$ cat config.mk
export PLATFORM = sky130hd
export DESIGN_NAME = fetch_unit_flat
export DESIGN_NICKNAME = d
export VERILOG_FILES = /design/src/rtl/fetch_unit_pkg.sv /design/src/rtl/fetch_unit_if.sv /design/src/rtl/fetch_unit.sv /design/src/flat_wrapper.sv
export SDC_FILE = /design/constraint.sdc
export NUM_CORES = 1
export LEC_CHECK = 0
export CAP_MARGIN = 40
export CORE_MARGIN = 2
export CORE_UTILIZATION = 45
export CTS_BUF_LIST = sky130_fd_sc_hd__clkbuf_16
export DETAILED_ROUTE_END_ITERATION = 16
export PLACE_DENSITY = 0.89
export SLEW_MARGIN = 0
export SYNTH_ARGS = -nofsm -noshare
export SYNTH_HDL_FRONTEND = slang
export SYNTH_SLANG_ARGS = --single-unit
$ cat constraint.sdc
create_clock -name clk -period 5.15 [get_ports clk]
set_clock_uncertainty 0.1 [all_clocks]
set_input_delay 1.03 -clock clk [delete_from_list [all_inputs] [get_ports clk]]
set_output_delay 1.03 -clock clk [all_outputs]
set_load 0.02 [all_outputs]
$ cat src/rtl/fetch_unit_pkg.sv
// Shared widths, halt encoding and state type for the instruction-fetch stage.
package fetch_unit_pkg;

    localparam int IP_WIDTH   = 8;
    localparam int LINE_WIDTH = 32;

    localparam logic [LINE_WIDTH-1:0] HALT_WORD_DFLT = '1;

    typedef enum logic [1:0] {
        IDLE = 2'd0,
        RUN  = 2'd1,
        HALT = 2'd2
    } fetch_state_t;

endpackage

$ cat src/rtl/fetch_unit_if.sv
// Line-memory, decode handshake and redirect signals of the fetch stage.
interface fetch_unit_if
    import fetch_unit_pkg::*;
#(
    parameter int IP_W   = IP_WIDTH,
    parameter int LINE_W = LINE_WIDTH
) ();

    logic              start;
    logic              mem_en;
    logic [IP_W-1:0]   mem_ip;
    logic [LINE_W-1:0] mem_line;
    logic [LINE_W-1:0] instr_out;
    logic [IP_W-1:0]   instr_ip;
    logic              instr_valid;
    logic              instr_ready;
    logic              redir_valid;
    logic [IP_W-1:0]   redir_ip;
    logic              halted;

    modport master (
        input  start, mem_line, instr_ready, redir_valid, redir_ip,
        output mem_en, mem_ip, instr_out, instr_ip, instr_valid, halted
    );

    modport slave (
        output start, mem_line, instr_ready, redir_valid, redir_ip,
        input  mem_en, mem_ip, instr_out, instr_ip, instr_valid, halted
    );

endinterface

$ cat src/rtl/fetch_unit.sv
// Instruction fetch: owns the ip, reads line memory, buffers one instruction
// for decode, and handles redirects and the halt word.
module fetch_unit
    import fetch_unit_pkg::*;
#(
    parameter int                IP_W      = IP_WIDTH,
    parameter int                LINE_W    = LINE_WIDTH,
    parameter logic [IP_W-1:0]   RESET_IP  = '0,
    parameter logic [LINE_W-1:0] HALT_WORD = HALT_WORD_DFLT
) (
    input logic          clk,
    input logic          rst,
    fetch_unit_if.master bus
);

    fetch_state_t      r_state;
    logic [IP_W-1:0]   r_ip;
    logic [IP_W-1:0]   r_instr_ip;
    logic [LINE_W-1:0] r_instr_out;
    logic              r_valid;

    logic w_slot_free;
    logic w_halt_hit;

    assign w_slot_free = !r_valid || bus.instr_ready;
    assign w_halt_hit  = (bus.mem_line == HALT_WORD);

    // NOTE: every register here updates with <= so all branches see the
    // pre-edge values of r_state/r_valid/r_ip regardless of statement order.
    always_ff @(posedge clk or posedge rst) begin
        if (rst) begin
            r_state     <= IDLE;
            r_ip        <= RESET_IP;
            r_valid     <= 1'b0;
            r_instr_out <= '0;
            r_instr_ip  <= '0;
        end else begin
            case (r_state)
                IDLE: begin
                    if (bus.start) begin
                        r_state <= RUN;
                    end
                end

                RUN, HALT: begin
                    if (bus.redir_valid) begin
                        // Flush wins over a same-cycle transfer; that word is still consumed.
                        r_ip    <= bus.redir_ip;
                        r_valid <= 1'b0;
                        r_state <= RUN;
                    end else if (r_state == RUN && w_slot_free) begin
                        if (w_halt_hit) begin
                            r_state <= HALT;
                            r_valid <= 1'b0;
                        end else begin
                            r_instr_out <= bus.mem_line;
                            r_instr_ip  <= r_ip;
                            r_valid     <= 1'b1;
                            r_ip        <= r_ip + IP_W'(1);
                        end
                    end else if (bus.instr_ready) begin
                        r_valid <= 1'b0;
                    end
                end

                default: r_state <= IDLE;
            endcase
        end
    end

    assign bus.mem_en      = (r_state == RUN);
    assign bus.mem_ip      = r_ip;
    assign bus.instr_out   = r_instr_out;
    assign bus.instr_ip    = r_instr_ip;
    assign bus.instr_valid = r_valid;
    assign bus.halted      = (r_state == HALT) && !r_valid;

endmodule
$ cat src/flat_wrapper.sv
// flat-port wrapper written by rule: the top's interface ports become plain ports
module fetch_unit_flat import fetch_unit_pkg::*;
#(
    parameter int                IP_W      = IP_WIDTH,
    parameter int                LINE_W    = LINE_WIDTH,
    parameter logic [IP_W-1:0]   RESET_IP  = '0,
    parameter logic [LINE_W-1:0] HALT_WORD = HALT_WORD_DFLT
)
  (clk, rst, bus_start, bus_mem_line, bus_instr_ready, bus_redir_valid, bus_redir_ip, bus_mem_en, bus_mem_ip, bus_instr_out, bus_instr_ip, bus_instr_valid, bus_halted);
  fetch_unit_if #(.IP_W(IP_W), .LINE_W(LINE_W)) bus_i ();
  input logic clk;
  input logic rst;
  input wire logic [$bits(bus_i.start)-1:0] bus_start;
  input wire logic [$bits(bus_i.mem_line)-1:0] bus_mem_line;
  input wire logic [$bits(bus_i.instr_ready)-1:0] bus_instr_ready;
  input wire logic [$bits(bus_i.redir_valid)-1:0] bus_redir_valid;
  input wire logic [$bits(bus_i.redir_ip)-1:0] bus_redir_ip;
  output wire logic [$bits(bus_i.mem_en)-1:0] bus_mem_en;
  output wire logic [$bits(bus_i.mem_ip)-1:0] bus_mem_ip;
  output wire logic [$bits(bus_i.instr_out)-1:0] bus_instr_out;
  output wire logic [$bits(bus_i.instr_ip)-1:0] bus_instr_ip;
  output wire logic [$bits(bus_i.instr_valid)-1:0] bus_instr_valid;
  output wire logic [$bits(bus_i.halted)-1:0] bus_halted;
  assign bus_i.start = bus_start;
  assign bus_i.mem_line = bus_mem_line;
  assign bus_i.instr_ready = bus_instr_ready;
  assign bus_i.redir_valid = bus_redir_valid;
  assign bus_i.redir_ip = bus_redir_ip;
  assign bus_mem_en = bus_i.mem_en;
  assign bus_mem_ip = bus_i.mem_ip;
  assign bus_instr_out = bus_i.instr_out;
  assign bus_instr_ip = bus_i.instr_ip;
  assign bus_instr_valid = bus_i.instr_valid;
  assign bus_halted = bus_i.halted;
  fetch_unit #(.IP_W(IP_W), .LINE_W(LINE_W), .RESET_IP(RESET_IP), .HALT_WORD(HALT_WORD)) u_core (.clk(clk), .rst(rst), .bus(bus_i));
endmodule
======== Word-level counts from Yosys, hierarchy flattened ========
Index checks and enable logic that the tools add are counted.
storage, ports and cells
  flip-flop bits (word level) ............. 51
  output and inout bits ................... 51
cells by class
  add/subtract/negate cells ............... 1
  equal/unequal tests ..................... 7
  muxes and demuxes ....................... 12
  bitwise operators ....................... 2
  reduce and logical (&&, ||, !) cells .... 12
operators with widths
  cell                                                                     number
  32-bit == test, second input constant                                    1
  8-bit 2-to-1 mux                                                         3
  8-bit by 1-bit adder with 8-bit output, second input constant            1
  2-bit 2-to-1 mux                                                         4
  3-bit by 2-bit inequality test with 1-bit output, second input constant  2
  3-bit AND reduction                                                      2
  1-bit 2-to-1 mux                                                         4
  2-bit inequality test, second input constant                             2
  2-bit one-hot mux with 2 select lines                                    1
  4-bit AND reduction                                                      1
  3-bit nonzero test                                                       1
  2-bit by 1-bit == test with 1-bit output, second input constant          1
  2-bit == test, second input constant                                     1
  1-bit logical AND                                                        2
  2-bit zero test                                                          1
  1-bit NOT                                                                2
  2-bit AND reduction                                                      1
  2-bit nonzero test                                                       1
  2-bit OR reduction                                                       1
  1-bit zero test                                                          1
  1-bit logical OR                                                         1

======== Logic depth before layout (Yosys ltp) ========
Gate-level depths: netlist of the first run.
  depth in word-level cells ............... 6
  gate-level depth with buffers ........... 8

======== Worst setup path before layout of the first run ========
No wires, ideal clock.
  path type ............................... input -> register
  start ................................... input bus_mem_line[15]
  end ..................................... register u_core.r_ip[7], in the netlist u_core.bus.mem_ip[7]
  setup time .............................. 0.126 ns
  data arrival time ....................... 2.245 ns
  data required time ...................... 4.924 ns
  slack ................................... 2.679 ns
  stages on the path ...................... 6
  path buffers ............................ 1
  cell sequence ........................... nand4_1 > nor4_4 > a21oi_2 > buf_6 > and3_4 > a221o_1
on the way
  cells in the longest elaborated chain, start to end .. 3
ends and longest elaborated chain
  item                             RTL line            RTL
  start: declaration               flat_wrapper.sv:14  input wire logic [$bits(bus_i.mem_line)-1:0] bus_mem_line;
  32-bit == test                   fetch_unit.sv:26    assign w_halt_hit = (bus.mem_line == HALT_WORD);
  2-bit inequality test (no line)  --
  3-bit AND reduction (no line)    --
  end signal: assignment           fetch_unit.sv:48    r_ip <= bus.redir_ip;
  end signal: assignment           fetch_unit.sv:59    r_ip <= r_ip + IP_W'(1);
  end: declaration                 fetch_unit.sv:17    logic [IP_W-1:0] r_ip;
No other way between the ends.
A chain may end at the register's enable or synchronous reset.

======== Worst setup path in the final report of the first run ========
  start ................................... input bus_mem_line[6]
  end ..................................... register u_core.r_instr_ip[0], in the netlist u_core.bus.instr_ip[0]
on the way
  cells in the longest elaborated chain, start to end .. 3
ends and longest elaborated chain
  item                           RTL line          RTL
  32-bit == test                 fetch_unit.sv:26
  1-bit NOT (no line)            --
  4-bit AND reduction (no line)  --
  end signal: assignment         fetch_unit.sv:57  r_instr_ip <= r_ip;
  end: declaration               fetch_unit.sv:18  logic [IP_W-1:0] r_instr_ip;
No other way between the ends.

==> out/metrics.yaml, run 1 <==
cts_root_buffer: "clkbuf_16"
via_count: 1787
ys_async_sr_fraction_pct: 100
cts_tree: "built"
reg2reg_depth: 6
post-route-util_pct: 70.2
min_from: "u_core.bus.instr_ip[6]$_DFFE_PP0P_"
p_leak_uw: 0.00147
final_layout_size_suffix_gt1_share_pct: 18.8
ant_nets: 0
synth_most_common_cell: "dfrtp_1"
synthTopCellsByCount: "51 x dfrtp_1, 20 x mux2_4, 15 x mux2_2"
hpwl_mm: 4.13
diodes: 0
routed_wl_mm: 5.54
status: "finished clean"
holdCritPathClass: "flip-flop to flip-flop"
synth_top_area_share_pct: 54.2
clock_sinks: 51
maxSlewViolCount: 0
avgSynthCellArea_um2: 13.7
core_area_um2: 5070
synth-seq-area-share_pct: 54.2
synth-warning-count: 0
grt_pass1_vias: 1907
rrSetupSlack_ps: 2900
drt-met1-wl_mm: 2.38
mappedNetlistArea_um2: 2360
first_iter_violations: 48
tightest_slew_ps: 631
synthTopCellsByArea: "dfrtp_1 54%, mux2_4 13%, mux2_2 7.2%"
power.density_nw_per_um2: 629
die_area_um2: 5830
fp-row-count: 26
grt-ovfl-total: 0
grt_usage_pct: 20.5
rsz0062_at_grt: "no"
cp_max_fo: 20
highest_layer: "met4"
synth_seq_cells: 51
io_pins: 96
end_kind: "flip-flop"
io_buffer_count: 95
route.detailed.drc: 0
clkTransAtPathRegs_ps: 70
crit_type: "input pin to flip-flop"
finalCritPeriodShare_pct: 56.8
fp.dieH_um: 76.4
syn_nets: 222
crit_required_ps: 5220
post_cts.repair.setup_buffers: 0
nets: 321
wl_per_cell_um: 16.2
grt_pass1_wl_mm: 9.62
synth_cells: 172
holdPathEnd: "u_core.bus.instr_ip[6]$_DFFE_PP0P_"
p_total_uw: 2240
finalInstanceArea_um2: 3560
vdd_ir_drop_max_mv: 0.329
wl_met3_um: 306
arrival_ps: 2990
via_per_inst: 5.23
yosys.area.top_type: "dfrtp_1"
r2r_start: "u_core.r_state[0]$_DFFE_PP0P_"
cts_resized: 0
hold_buffers: 0
dr_wl_met2_mm: 2.81
initial_core_util_pct: 46.4
post-route-min-period_ps: 2920
cts_buffers: 5
place_area_um2: 3400
clk_path_buf_depth: 2
place_congestion: 0.783
die_x_um: 76.4
slew_headroom_pct: 57.9
start_kind: "input pin"
drv_cap: 0
yosysUniqueCellTypes: 32
fmax_mhz: 342
min_path_cells: 1
clock_latency_ps: 280
finalSetupViolCount: 0
antenna_found_initial: 0
synth-edff-count: 0
synth_ff_type: "dfrtp_1"
hold_viol: 0
tns_ps: 0
regToRegEndpoint: "u_core.bus.instr_out[24]$_DFFE_PP0P_"
first_pass_iters: 4
cts-htree-levels: 2
grt_start_max_net_pins: 41
area_delta_synth_final_pct: 51.3
final cells by class:
class                           count  area (um^2)
Clock buffer                        5          125
Clock inverter                      3         43.8
Sequential cell                    51         1280
Tap cell                           70         87.6
Inverter                            3         11.3
Multi-Input combinational cell    112         1020
Timing Repair Buffer               98          998
Fill cell                         399         1510
report_power, final:
| group | switching [uW] | leakage (uW) | total, uW | internal (uW) |
|---|---|---|---|---|
| Clock | 142 | 0.0000838 | 371 | 229 |
| Sequential | 139 | 0.000600 | 737 | 597 |
| Combinational | 515 | 0.000789 | 1130 | 618 |
worst max path at each step:
stage / start / to / cells after the start
CTS: bus_mem_line[2] / u_core.bus.instr_ip[0]$_DFFE_PP0P_ / 6
floorplan: bus_mem_line[15] / u_core.bus.mem_ip[7]$_DFFE_PP0P_ / 6
detailed placement: bus_mem_line[2] / u_core.bus.instr_ip[0]$_DFFE_PP0P_ / 6
finish: bus_mem_line[6] / u_core.bus.instr_ip[0]$_DFFE_PP0P_ / 6
global placement: bus_instr_ready / u_core.bus.instr_out[30]$_DFFE_PP0P_ / 6
global route: bus_mem_line[6] / u_core.bus.mem_ip[6]$_DFFE_PP0P_ / 6
cell families (layout without fill, tap and decap cells):
| kind of cell | Yosys count | count (layout) | share of synthesized area [%] |
|---|---|---|---|
| flip-flops | 51 | 51 | 54.2 |
| AND/OR/NAND/NOR | 44 | 44 | 11.0 |
| multiplexers | 40 | 40 | 22.3 |
| AO/OA/AOI/OAI | 23 | 23 | 7.06 |
| buffers and inverters | 9 | 109 | 2.76 |
| adder cells (fa/ha/maj) | 5 | 5 | 2.66 |
cell usage in the layout, fill, tap and decap left out, types with 3 or more instances in the layout:
cell type | netlist | routed
dfrtp_1 | 51 | 51
mux2_4 | 20 | 20
nor3_1 | 5 | 5
nand2_1 | 4 | 4
ha_1 | 5 | 5
a21oi_1 | 4 | 4
nand3_1 | 3 | 3
clkdlybuf4s50_1 | 0 | 95
o21ai_0 | 3 | 3
mux2_1 | 5 | 5
nor2b_1 | 3 | 3
a211oi_1 | 6 | 6
nor2_1 | 13 | 13
mux2_2 | 15 | 15
nand4_1 | 9 | 9
clkbuf_16 | 0 | 5
layer usage:
layer  vias to the layer above  GRT usage, %
met5                         -             0
met4                         0          7.09
met3                         4          4.15
met2                        67          34.1
met1                       877          26.8
li1                        839             -
critical path, cell delays in order:
cell	delay, ps
clkdlybuf4s50_1	510
nand4_1	150
nor4_4	520
a21oi_4	170
buf_4	260
mux2_1	340
registers in the layout, summed over array words and instances (netlist names):
register / cells
u_core.bus.instr_ip: 8
u_core.bus.mem_ip: 8
u_core.bus.instr_valid: 1
u_core.r_state: 2
u_core.bus.instr_out: 32
per-stage QoR:
step / std cells / hold WS [ps] / worst slack [ps]
final: 342 / 397 / 2230
after global routing: 342 / 420 / 2080
after floorplan: 172 / 453 / 2680
after global placement: 332 / 375 / 1470
after CTS: 342 / 398 / 2230
after detailed placement: 334 / 374 / 1930
No activity file was read; power rests on OpenSTA's default activity.
==> inputs of run 2 (changes only) <==
CORE_UTILIZATION = 43   (was 45)
PLACE_DENSITY = 0.86   (was 0.89)
clock period = 2.95 ns   (was 5.15 ns; I/O delays follow)
==> run 2 against run 1 <==
Effect of this change: register-to-register slack got worse by 2200 ps; cell count is 0.29% lower; global-route usage is 0.91 points lower; worst hold slack worse by 4.7 ps; wire length rose by 1.6%; via count is 1.2% lower; clock-buffer cell count unchanged; total power up 74%; sequential share of layout area is essentially flat; critical path type unchanged.
==> out/metrics.yaml, run 2 (synthesis gave the netlist of run 1 again) <==
status: "finished clean"
fin_cells: 341  # -0.29%
holdCritPathClass: "flip-flop to flip-flop"
hold_buffers: 0  # unchanged
cp_cell_sequence: "clkdlybuf4s50_1, nand4_1, nor4_4, a21oi_4, buf_12, mux2_1"
first_pass_iters: 4  # unchanged
maxSlewViolCount: 0  # unchanged
tightest_slew_ps: 606  # -25.6 ps
largest_reg_flops: 32  # unchanged
clock_latency_ps: 280  # about the same
die_area_um2: 6090  # +4.4%
cts_buffers: 5  # unchanged
rsz0062_at_grt: "no"
place_ws_ps: 188  # -1740 ps
die_x_um: 78.0  # +2.2%
hold_viol: 0  # unchanged
final_layout_size_suffix_gt1_share_pct: 18.1  # -0.67 points
core_area_um2: 5200  # +2.6%
initial_core_util_pct: 45.3  # -1.2 points
vdd_ir_drop_max_mv: 0.489  # +48%
wl_per_cell_um: 16.5  # +1.9%
fp-row-count: 26  # unchanged
arrival_ps: 2520  # -470 ps
end_kind: "flip-flop"
worstPathBufferInverterCount: 2  # unchanged
diodes: 0  # unchanged
routed_wl_mm: 5.63  # +1.6%
cts_root_buffer: "clkbuf_16"
hpwl_mm: 4.31  # +4.3%
p_leak_uw: 0.00147  # about the same
finalSetupViolCount: 0  # unchanged
grt_start_max_net_pins: 27  # -34%
grt_pass1_wl_mm: 9.36  # -2.7%
mostFrequentLayoutCells: "95 x clkdlybuf4s50_1, 51 x dfrtp_1, 20 x mux2_4, 15 x mux2_2, 13 x nor2_1"
dp.cells: 334  # unchanged
first_iter_violations: 59  # +23%
via_count: 1766  # -1.2%
ant_nets: 0  # unchanged
io_buffer_count: 95  # unchanged
rrSetupSlack_ps: 730  # -2170 ps
nets: 321  # unchanged
critPathTopFamily: "buffers and inverters"
grt_pass1_vias: 1836  # -3.7%
slowest_delay_ps: 510  # about the same
crit_path_top_delay_cell: "clkdlybuf4s50_1"
multiInputGateArea_um2: 1020  # unchanged
tns_ps: 0  # unchanged
via_per_inst: 5.18  # -0.89%
io_pins: 96  # unchanged
cts_resized: 0  # unchanged
clock_sinks: 51  # unchanged
layout_commonest_cell: "clkdlybuf4s50_1"
drv_cap: 0  # unchanged
place_congestion: 0.801  # +2.3%
fp.dieH_um: 78.0  # +2.2%
area_delta_synth_final_pct: 51.4  # about the same
cts-htree-levels: 2  # unchanged
slew_headroom_pct: 59.6  # +1.7 points
regArea_um2: 1280  # unchanged
place_area_um2: 3410  # +0.37%
finalInstanceArea_um2: 3570  # about the same
finalCritPeriodShare_pct: 83.4
grt_usage_pct: 19.6  # -0.91 points
grt-ovfl-total: 0  # unchanged
power.density_nw_per_um2: 1090  # +74%
fillers: 407  # +2.0%
fmax_mhz: 407
crit_required_ps: 3010  # -2210 ps
start_kind: "input pin"
final.setup.worst_slack_ps: 490  # -1740 ps
cts_tree: "built"
post-route-min-period_ps: 2460
crit_type: "input pin to flip-flop"
clk_path_buf_depth: 2  # unchanged
cp_max_fo: 21  # +5.0%
route.detailed.drc: 0  # unchanged
whs_ps: 392  # -4.69 ps
antenna_found_initial: 0  # unchanged
post_cts.repair.setup_buffers: 0  # unchanged
clkTransAtPathRegs_ps: 60  # about the same
[run 2: power breakdown]
group          total [uW]  switching (uW)  internal [uW]
clock                 626             233            392
sequential           1290             242           1040
combinational        1990             901           1090
[run 2: routing by layer]
layer	track usage, %	wire length (um)	vias to the layer above
met5	0	0	-
met1	25.6	2420	861
li1	-	-	836
met3	4.94	343	2
met4	3.68	23	0
met2	33.4	2840	67
[run 2: layout make-up]
class / instances / area share [%]
inverter: 3 / 0.316
sequential: 51 / 35.8
timing repair buffer: 98 / 28.3
clock inverter: 2 / 0.947
multi-input combinational: 112 / 28.7
clock buffer: 5 / 3.51
tap: 70 / 2.46
[run 2: stage by stage]
stage               util (%)  total power, uW
finish                  68.5             3900
floorplan                  -             2370
detailed placement      65.5             3300
global route            68.5             4120
global placement        65.5             3240
CTS                     68.5             3930
[run 2: worst register-to-register path, cell delays in order, from the launching register on]
cell and delay [ps]:
dfrtp_1 380, inv_1 80, ha_1 390, nand4b_1 190
a21oi_4 360, buf_12 250, mux2_1 350
[run 2: worst paths after layout]
kind                                                    start                              endpoint  cells after the start
max in group asynchronous                                 rst      u_core.bus.mem_ip[2]$_DFFE_PP0P_                      3
min                        u_core.bus.instr_ip[6]$_DFFE_PP0P_    u_core.bus.instr_ip[6]$_DFFE_PP0P_                      1
min in group asynchronous                                 rst  u_core.bus.instr_out[10]$_DFFE_PP0P_                      2
min reg2reg                u_core.bus.instr_ip[6]$_DFFE_PP0P_    u_core.bus.instr_ip[6]$_DFFE_PP0P_                      1
max reg2reg                     u_core.r_state[0]$_DFFE_PP0P_    u_core.bus.instr_ip[5]$_DFFE_PP0P_                      6
max                                          bus_mem_line[15]    u_core.bus.instr_ip[5]$_DFFE_PP0P_                      6
